<file path="src/rtl/param_mux.sv">
// Registered N-to-1 word multiplexer with out-of-range select detection.
// One-cycle latency; data and error flag hold while no select is offered.
module param_mux #(
    parameter int depth = 16,
    parameter int bits  = 8
) (
    input  logic                     clk_i,
    input  logic                     rst_n_i,
    input  logic                     mux_valid_i,
    input  logic [$clog2(depth):0]   mux_sel_i,
    input  logic [bits-1:0]          mux_data_i [depth-1:0],
    output logic [bits-1:0]          mux_data_o,
    output logic                     mux_valid_o,
    output logic                     mux_err_o
);

    localparam int sel_w = $clog2(depth) + 1;

    logic [bits-1:0] sel_word;
    logic            in_range;

    // Full-width unsigned compare: no wrap of out-of-range indices.
    assign in_range = (mux_sel_i < sel_w'(depth));

    always_comb begin
        sel_word = '0;
        for (int k = 0; k < depth; k++) begin
            if (mux_sel_i == sel_w'(k)) begin
                sel_word = mux_data_i[k];
            end
        end
    end

    always_ff @(posedge clk_i) begin
        if (!rst_n_i) begin
            mux_data_o  <= '0;
            mux_valid_o <= 1'b0;
            mux_err_o   <= 1'b0;
        end else if (mux_valid_i) begin
            mux_data_o  <= sel_word;
            mux_valid_o <= 1'b1;
            mux_err_o   <= !in_range;
        end else begin
            mux_valid_o <= 1'b0;
        end
    end

endmodule

</file>
<file path="config.mk">
export PLATFORM = sky130hd
export DESIGN_NAME = param_mux
export DESIGN_NICKNAME = d
export VERILOG_FILES = /design/src/rtl/param_mux.sv
export SDC_FILE = /design/constraint.sdc
export NUM_CORES = 1
export LEC_CHECK = 0
export CORE_MARGIN = 4
export CORE_UTILIZATION = 33
export DETAILED_ROUTE_END_ITERATION = 10
export PLACE_DENSITY = 0.87
export SKIP_LAST_GASP = 1
export SLEW_MARGIN = 5
export SYNTH_ARGS = -nofsm -noshare
export SYNTH_HDL_FRONTEND = slang
export SYNTH_SLANG_ARGS = --single-unit
export TNS_END_PERCENT = 5
</file>
<file path="constraint.sdc">
create_clock -name clk_i -period 2.3 [get_ports clk_i]
set_input_delay 0.46 -clock clk_i [delete_from_list [all_inputs] [get_ports clk_i]]
set_output_delay 0.46 -clock clk_i [all_outputs]
set_load 0.005 [all_outputs]
</file>
==> metrics, run 1 <==
f_max slightly below 500 MHz; first-pass GRT wire length roughly 12,000 µm; number of CTS-inserted buffers 3; Crit Path Max Fanout 14; CTS tree done; Detailed Place HPWL about 6400 µm; final hold vios 0; Slew @ Worst Pin 0.487 ns; Layout Nets 505; RSZ-0062 raised after global routing no; largest net degree at the start of global routing 27; CTS HTree Levels 1; RD Place Congestion just under 1; Post CTS Setup Buffer Count 0; VDD IR max approximately 0.00017 V; worst-skew pair later-pin latency 0.25 ns; initial antenna violation count 0; top-count cell post-synth mux2i_1; gr ovfl total 0; non-filler instance count after layout between 400 and 500; Worst path slowest cell or3b_1; Via density approximately 5.5; Fill cells ~460; die extent in y 80.9 µm; synth unique cells between 50 and 60; Post-Synthesis Cell Area between 1500 and 2000 µm²; DRC viols 0; Reg area between 200 and 250 µm²; register area share after synthesis a little under an eighth; final WL ~7500 µm; crit share post-route between 80% and 90%; area growth from synthesis to layout 90.3%; ant diodes 0; initial DRC count around 130; vias in the first global route around 2.5k; overall power about 0.94 mW; PwrDens around 280 nW/µm²; share of cells above drive strength 1 roughly a tenth; Critical Path AT 2.16 ns; EDFF count, synth 0; worst clock skew 0 ns; Leakage about 1.3 nW; Synth area leaders dfxtp_1 (11%), mux2i_1 (11%), mux4_1 (4.5%); buffers added on ports 145; Worst-path clk slew approximately 0.06 ns; slew margin rel. 67.5%; count of final max-slew check failures 0; crit path kind in -> reg; Core Region approximately 5000 µm²; CTS-repair resized insts 0; CP required between 2 and 2.5 ns; worst-case clock buffer depth 2; top-area cell type share of the netlist area between 10% and 20%; most frequent cells after synthesis mux2i_1 (20), nor2_1 (16), a21oi_1 (13); R2R setup slack roughly 1.4 ns; Synth area leader dfxtp_1; gr usage total around 23%; first-pass iteration count of the detailed router 4; vias post-DR between 2k and 2.5k; final core occ between 60% and 70%; Synth warnings 0; clk root buf clkbuf_8; status finished, final reports clean; I/O pins around 150; FF+latch count, synth 10; Initial Util between 30% and 40%; crit path cell chain clkdlybuf4s50_1, buf_4, or3b_1, o22ai_1, or4_1, o211ai_1, a22o_1; hold_buf cts 0; Syn Nets 357; crit path time final about 2.0 ns; Final Hold Slack slightly below 0.5 ns; Top FF cell, synth dfxtp_1; die area between 6000 and 7000 µm²; final number of setup-violating endpoints 0; Post-Syn Instances about 220; area of the multi-input gates around 1400 µm²; Fin Setup TNS 0 ns; Max Cap Viol 0; WL per Instance ~17 µm; Die X 80.9 µm; Inst Count DP about 430; syn_area_per_cell ~7.9 µm²; type of the tightest min-delay check reg -> reg; CP endpoint kind flop; # rows 26; CP max stage delay ~0.48 ns; startpoint types primary input; Final ANT Viol Nets 0; # clock sinks 10; ys async rst share 0%
## area by class of cell
type / count / area share (%)
Clock buffer: 4 / 1.65
Inverter: 5 / 0.562
Multi-Input combinational cell: 186 / 41.2
Sequential cell: 10 / 6.00
Tap cell: 70 / 2.62
Timing Repair Buffer: 163 / 48.0
## per-layer routing
metal  wire length (µm)  track usage (%)
met5                  0                0
met4                120             6.59
met3                773             5.43
met2               3770             41.0
met1               2790             26.0
## placed cells by master, fill, tap and decap left out, drive strengths merged, types with 3 or more instances in the layout
cell / n
clkdlybuf4s50: 143
mux2i: 20
buf: 20
nor2: 17
o21ai: 15
a21oi: 13
nand2: 12
nor2b: 11
dfxtp: 10
o22ai: 8
mux2: 8
nand2b: 6
a22o: 6
inv: 5
o211ai: 5
o221ai: 4
nand3: 4
or3: 4
nor3b: 4
clkbuf: 4
mux4: 4
a221o: 3
nor3: 3
nor4: 3
or4: 3
a221oi: 3
## worst paths after layout
check / start / endpoint / depth (start not counted)
worst max-delay path: mux_sel_i[2] / mux_data_o[3] / 7
worst max register to register: mux_data_o[2] / mux_data_o[2] / 2
worst min-delay path: mux_data_o[0] / mux_data_o[0] / 2
worst min register to register: mux_data_o[0] / mux_data_o[0] / 2
## through the flow
step | worst slack (ns) | instance area [µm²]
floorplan | 0.535 | 1750
global placement | 0.0205 | 3280
detailed placement | 0.0363 | 3280
CTS | 0.294 | 3340
global route | 0.176 | 3340
finish | 0.279 | 3340
## registers in the layout, indices dropped and copies added (netlist names)
register / cells
mux_data_o: 8
mux_valid_o: 1
mux_err_o: 1
## logic make-up after synthesis
logic type	Yosys count	share of synthesized area, %
simple gates	75	23.4
mux	32	22.5
buf+inv	25	10.2
flops	10	11.4
compound gates	79	32.5
## where the power goes
part / switching, mW / leakage (nW) / internal, mW
sequential: 0.00607 / 0.0820 / 0.184
clock: 0.0832 / 0.0288 / 0.151
combinational: 0.178 / 1.17 / 0.340
## critical path: cells and delay by family
kind / cells / cell delay, ns
buffers and inverters: 2 / 0.62
AND/OR/NAND/NOR: 2 / 0.60
AO/OA/AOI/OAI: 3 / 0.48
(Power assumes the default switching activity.)
==> run 2, diff against run 1 <==
--- a/config.mk
+++ b/config.mk
@@ -8,6 +8,7 @@
 export CORE_MARGIN = 4
 export CORE_UTILIZATION = 33
 export DETAILED_ROUTE_END_ITERATION = 10
+export GPL_TIMING_DRIVEN = 0
 export PLACE_DENSITY = 0.87
 export SKIP_LAST_GASP = 1
 export SLEW_MARGIN = 5
==> metrics, run 2 (synthesis results as in run 1) <==
ant diodes 0; registers with the most flip-flops mux_data_o (8), mux_err_o (1), mux_valid_o (1); Worst-path clk slew about 0.050 ns; f_max about 460 MHz; Slew @ Worst Pin between 0.5 and 0.6 ns; WL per Instance approximately 18 µm; Initial Util about 34%; max reg flops 8; Via density ~5.6; RD Place Congestion between 0.8 and 0.9; final WL between 8000 and 9000 µm; CTS tree done; buffers added on ports 141; hold_buf cts 0; most frequent cells in the layout clkdlybuf4s50_1 (141), mux2i_1 (20), nor2_1 (16), a21oi_1 (13); final number of setup-violating endpoints 0; gr usage total approximately a quarter; slew margin rel. approximately 63%; initial DRC count 174; area growth from synthesis to layout 87.8%; Inst Count DP 432; Die X approximately 80 µm; die area approximately 6500 µm²; Leakage approximately 1.2 nW; crit path kind in -> reg; Final Instance Area between 3000 and 4000 µm²; worst clock skew 0 ns; initial antenna violation count 0; most common cell after layout, fill and taps aside clkdlybuf4s50_1; Final ANT Viol Nets 0; first-pass GRT wire length roughly 12,000 µm; CTS-repair resized insts 0; Core Region between 5000 and 6000 µm²; DRC viols 0; CP max stage delay around 0.54 ns; Crit Path Max Fanout 10; Post-DP Area between 3000 and 4000 µm²; overall power a little over 0.9 mW; sequential share of power around a fifth; Layout Nets ~500; # clock sinks 10; CTS HTree Levels 1; crit path cell chain clkdlybuf4s50_1, buf_4, nand2_1, or3_1, o221a_2, a21oi_1, a31oi_1; Detailed Place HPWL roughly 6600 µm; CP required 2.41 ns; gr ovfl total 0; count of final max-slew check failures 0; internal power about 0.63 mW; vias in the first global route roughly 2.5k; delay-heaviest family, CP buffers and inverters; worst-case clock buffer depth 2; first-pass iteration count of the detailed router 4; crit path time final 2.19 ns; Reg with most FFs mux_data_o; worst-skew pair later-pin latency between 0.2 and 0.25 ns; critical path depth 7; Max Cap Viol 0; largest net degree at the start of global routing 11; Fin Setup TNS 0 ns; PwrDens about 270 nW/µm²; die extent in y roughly 81 µm; non-filler instance count after layout approximately 440; clk root buf clkbuf_8; Worst path slowest cell clkdlybuf4s50_1; vias post-DR around 2.4k; startpoint types primary input; Clk pwr share a little over a fifth; r2r worst-path depth 2; share of cells above drive strength 1 9.59%; worst path bufs/invs 2; final hold vios 0; crit share post-route about 95%; Sw Ratio between 20% and 30%; # rows 26; number of CTS-inserted buffers 3; WHS Path Cells 1; type of the tightest min-delay check reg -> reg; Critical Path AT approximately 2.3 ns; Comb pwr share 57.5%; I/O pins 146; Fill cells roughly 460; RSZ-0062 raised after global routing no; sw power around 0.27 mW; VDD IR max about 0.00014 V; Post CTS Setup Buffer Count 0; CP endpoint kind flop; status finished, final reports clean
==> run 2: changes by cell type in the layout (fill, tap and decap cells not counted), sizes merged <==
cell,change
clkdlybuf4s50,-2
buf,-3
clkbuf,+2
==> run 2: final timing paths <==
check	start	end	slack (ns)
min	mux_data_o[6]	mux_data_o[6]	0.49
min reg2reg	mux_data_o[6]	mux_data_o[6]	0.49
max	mux_sel_i[2]	mux_data_o[4]	0.11
max reg2reg	mux_data_o[2]	mux_data_o[2]	1.43
==> run 2: power by group through the flow <==
| stage | clock (mW) | sequential (mW) | combinational (mW) |
|---|---|---|---|
| 6_report | 0.195 | 0.190 | 0.520 |
| 5_1_grt | 0.203 | 0.190 | 0.559 |
| 4_1_cts | 0.195 | 0.190 | 0.520 |
| 3_5_place_dp | 0 | 0.193 | 0.518 |
| 3_3_place_gp | 0 | 0.193 | 0.511 |
| 2_1_floorplan | 0 | 0.194 | 0.211 |
==> run 2: stage by stage <==
| step | utilization, % | hold slack, ns | worst slack, ns |
|---|---|---|---|
| 2_1_floorplan | - | 0.475 | 0.535 |
| 3_3_place_gp | 63.3 | 0.471 | -0.0969 |
| 3_5_place_dp | 63.3 | 0.471 | -0.0960 |
| 4_1_cts | 64.1 | 0.487 | 0.147 |
| 5_1_grt | 64.1 | 0.490 | 0.0404 |
| 6_report | 64.1 | 0.487 | 0.110 |
==> run 2: worst reg2reg max path, delay by kind of cell (launching register included) <==
kind               cells  cell delay (ns)
AOI/OAI and AO/OA      1             0.20
DFF                    1             0.31
muxes                  1             0.25
==> run 2: per-layer routing <==
layer  wire length, µm  GRT usage (%)
met1              3130           27.8
met2              3960           43.3
met3               814           4.88
met4                93           7.60
met5                 0              0
==> run 2: cell type report <==
type	count	area [µm²]	share of cell area [%]
multi-input cells	186	1380	41.7
clock buffers	3	41.3	1.25
inverters	5	18.8	0.570
plain buffers	20	160	4.86
repair buffers	141	1410	42.8
well taps	70	87.6	2.66
flip-flops and latches	10	200	6.08
==> run 3, diff against run 2 <==
--- a/config.mk
+++ b/config.mk
@@ -6,10 +6,11 @@
 export NUM_CORES = 1
 export LEC_CHECK = 0
 export CORE_MARGIN = 4
-export CORE_UTILIZATION = 33
+export CORE_UTILIZATION = 34
+export CTS_BUF_LIST = sky130_fd_sc_hd__clkbuf_4
 export DETAILED_ROUTE_END_ITERATION = 10
 export GPL_TIMING_DRIVEN = 0
-export PLACE_DENSITY = 0.87
+export PLACE_DENSITY = 0.89
 export SKIP_LAST_GASP = 1
 export SLEW_MARGIN = 5
 export SYNTH_ARGS = -nofsm -noshare
==> metrics, run 3 (synthesis results as in run 1) <==
slew margin rel. around 65%; final core occ about two thirds; clk root buf clkbuf_4; count of final max-slew check failures 0; Final Instance Area ~3300 µm²; crit path kind in -> reg; Die X 79.8 µm; gr ovfl total 0; # clock sinks 10; CTS HTree Levels 1; overall power ~0.84 mW; area growth from synthesis to layout 86.7%; first-pass iteration count of the detailed router 6; CP endpoint kind flop; CP required between 2 and 2.5 ns; Final Hold Slack 0.487 ns; Post-DP Area between 3000 and 4000 µm²; most frequent cells in the layout clkdlybuf4s50_1 (141), mux2i_1 (20), nor2_1 (16), a21oi_1 (13); Fill cells just over 400; final number of setup-violating endpoints 0; vias post-DR roughly 2.5k; vias in the first global route between 2k and 3k; I/O pins roughly 150; die area 6370 µm²; die extent in y between 70 and 80 µm; R2R setup slack 1.42 ns; Critical Path AT 2.32 ns; CTS tree done; startpoint types primary input; final hold vios 0; Post CTS Setup Buffer Count 0; Core Region just under 5000 µm²; Reg area 200 µm²; Initial Util a little over a third; initial DRC count approximately 190; worst-skew pair later-pin latency 0.27 ns; largest net degree at the start of global routing 11; Crit Path Max Fanout 10; worst-case clock buffer depth 2; initial antenna violation count 0; Reg with most FFs mux_data_o; Via density between 5 and 6; VDD IR max ~0.00015 V; DRC viols 0; ant diodes 0; registers with the most flip-flops mux_data_o (8), mux_err_o (1), mux_valid_o (1); Layout Nets roughly 500; crit share post-route a little over nine tenths; RSZ-0062 raised after global routing no; area of the multi-input gates about 1400 µm²; number of CTS-inserted buffers 3; first-pass GRT wire length between 10,000 and 15,000 µm; max reg flops 8; type of the tightest min-delay check reg -> reg; crit path time final about 2.2 ns; RD Place Congestion about 0.9; PwrDens 258 nW/µm²; hold_buf cts 0; worst clock skew 0 ns; buffers added on ports between 100 and 150; Leakage 1.24 nW; Slew @ Worst Pin around 0.53 ns; gr usage total 24.3%; final WL roughly 8200 µm; WL per Instance approximately 19 µm; Max Cap Viol 0; f_max between 400 and 500 MHz; status finished, final reports clean; CTS-repair resized insts 0; Worst-path clk slew 0.08 ns; # rows 25; share of cells above drive strength 1 9.56%; Detailed Place HPWL about 7000 µm; Final ANT Viol Nets 0; most common cell after layout, fill and taps aside clkdlybuf4s50_1
==> run 3: layout make-up <==
class                      count  share of cell area (%)
timing repair buffer         141                    43.1
multi-input combinational    186                    42.0
inverter                       5                   0.573
sequential                    10                    6.11
tap                           67                    2.56
clock inverter                 1                   0.115
clock buffer                   3                   0.688
buffer                        20                    4.89
==> run 3: per-stage QoR <==
step | setup TNS (ns) | worst slack [ns] | instances
after global routing | 0 | 0.0705 | 433
after CTS | 0 | 0.167 | 433
after floorplan | 0 | 0.535 | 221
after global placement | -0.339 | -0.0998 | 429
after detailed placement | -0.511 | -0.117 | 429
final | 0 | 0.124 | 433
==> run 3: worst max-delay path: stages <==
cell and delay [ns]:
clkdlybuf4s50_1 0.56, buf_4 0.20, nand2_1 0.18, or3_1 0.46, o221a_2 0.29, a21oi_1 0.12, a31oi_1 0.06
==> run 3: report_power, final <==
| group | switching (mW) | leakage (nW) | total (mW) | internal [mW] |
|---|---|---|---|---|
| Sequential | 0.00581 | 0.0820 | 0.189 | 0.184 |
| Clock | 0.0692 | 0.0154 | 0.132 | 0.0627 |
| Combinational | 0.188 | 1.15 | 0.523 | 0.335 |
| Total | 0.263 | 1.24 | 0.844 | 0.581 |
==> run 3: final timing paths <==
| path | start | endpoint | cells past startpoint |
|---|---|---|---|
| max | mux_sel_i[2] | mux_data_o[4] | 7 |
| min | mux_data_o[3] | mux_data_o[3] | 1 |
| max reg2reg | mux_data_o[2] | mux_data_o[2] | 2 |
| min reg2reg | mux_data_o[3] | mux_data_o[3] | 1 |
==> run 3: layer usage <==
layer,share of wire [%],wire [µm],GRT usage (%)
met4,3.2,260,8.28
met3,12,964,5.53
met2,48,3920,43.6
met1,37,3080,28.3
met5,0,0,0
==> RTL edit: new RTL, settings of run 3 <==
Change the parameter `bits` from 8 to 7.
--- a/src/rtl/param_mux.sv
+++ b/src/rtl/param_mux.sv
@@ -3,5 +3,5 @@
 module param_mux #(
     parameter int depth = 16,
-    parameter int bits  = 8
+    parameter int bits  = 7
 ) (
     input  logic                     clk_i,
Interface: changed (resized mux_data_i and mux_data_o); port bits go from 146 to 129. No check against the original RTL was run, so the function may have changed too.
==> RTL edit against run 3 <==
Fmax fell by 2.4%. Total power fell by 8.9%. Count of clock-buffer cells in the layout rose by 1. Sequential cell count fell by 1. Clock skew did not move. Design area fell by 9.4%. Routed wire length fell by 14%. Worst setup slack got worse by 0.054 ns. Core utilization fell by 1.2 points. Synthesized area fell by 7.6%. Largest power group unchanged.
==> RTL edit: results (changes against run 3) <==
Outcome
  • Status: finished, final reports clean

Routing
  • Met1 wire length: 2790 um (-9.5%)
  • Routed vias/inst: 5.95 (+3.3%)
  • Wirelength, routed: 7090 um (-14%)
  • Met2 Wirelength: 3310 um (-16%)
  • Met3 WL: 804 um (-17%)
  • Initial DRC Count: 127 (-32%)

Placement
  • Post-DP Area: 2940 um2 (-9.6%)
  • Dpl hpwl: 5900 um (-14%)
  • Port Buf Inserts: 125 (-11%)

Critical path
  • R2R depth: 4 (+2)
  • FF-to-FF setup slack: 1.21 ns (-0.21 ns)
  • Reg-to-reg critical path startpoint: mux_data_o[1]$_SDFFE_PN0P_
  • Worst flop-to-flop path endpoint: mux_data_o[1]$_SDFFE_PN0P_
  • WP data arrival: 2.42 ns (+0.10 ns)

Power and ir drop
  • Leakage power: 1.11 nW (-11%)
  • Final Power: 0.769 mW (-8.9%)
  • Switching Share: 0.306 (-0.00577)
  • Power in sequential cells: 0.172 mW (-9%)

Worst hold path
  • Hold depth: 2 (+1)
  • Hold endpoint: mux_err_o$_SDFFE_PN0P_

GRT
  • First-pass GRT wire length: 10,800 um (-11%)
  • Number of global-route vias before repair: 2,277 (-9.4%)
  • M1 GR Usage: 0.279 (-0.00409)
  • Global Route met3 Usage: 0.0410 (-0.0143)
  • Met2 usage: 0.389 (-0.0472)

Clock tree
  • Clock-pin slew on the worst setup and hold paths: 0.06 ns (-0.02 ns)

Yosys
  • Post-Syn Nets: 343 (-3.9%)
  • Synth area leaders: dfxtp_1, nor2_1, mux2i_1
  • Sequential fraction of the synthesis area: 0.111 (-0.00293)
  • Yosys cell types: 59 (+5.4%)

Final layout
  • FILL cells: 395 (-2.9%)
  • Final Core Density: 0.663 (-0.0123)
  • Top flop regs: mux_data_o (7), mux_err_o (1), mux_valid_o (1)
  • Nets: 473 (-6.0%)

STA
  • Slew margin rel.: 0.655 (+0.00591)
==> RTL edit: through the flow <==
step,hold WS (ns),std cells,worst slack (ns)
CTS,0.536,404,0.126
detailed placement,0.529,400,-0.139
global placement,0.511,400,-0.101
global route,0.605,404,-0.00229
floorplan,0.507,223,0.540
finish,0.541,404,0.0699
==> RTL edit: logic make-up (layout without fill, tap and decap cells) <==
kind of cell | Yosys count | in the layout | share of synthesized area
muxes | 17 | 17 | 0.132
AOI/OAI and AO/OA | 95 | 95 | 0.414
DFF | 9 | 9 | 0.111
and+or+nand+nor | 76 | 76 | 0.257
buffers and inverters | 26 | 155 | 0.0857
==> RTL edit: worst max-delay path by stage <==
stage | endpoint | slack, ns
2_1_floorplan | mux_data_o[3]$_SDFFE_PN0P_ | 0.54
3_3_place_gp | mux_data_o[3]$_SDFFE_PN0P_ | -0.10
5_1_grt | mux_data_o[3]$_SDFFE_PN0P_ | -0.002
6_report | mux_data_o[4]$_SDFFE_PN0P_ | 0.07
3_5_place_dp | mux_data_o[2]$_SDFFE_PN0P_ | -0.14
4_1_cts | mux_data_o[2]$_SDFFE_PN0P_ | 0.13
==> RTL edit: area by class of cell <==
| type | count | area share |
|---|---|---|
| buffer | 18 | 0.0371 |
| tap | 52 | 0.0219 |
| clock buffer | 4 | 0.0101 |
| timing repair buffer | 125 | 0.422 |
| sequential | 9 | 0.0607 |
| multi-input combinational | 188 | 0.438 |
| inverter | 8 | 0.0101 |
==> RTL edit: critical path: stages <==
cell and delay (ns):
clkdlybuf4s50_1 0.59, buf_2 0.28, nor2b_1 0.35, a31oi_1 0.14, a311oi_1 0.29, o211ai_1 0.17
a21oi_1 0.14
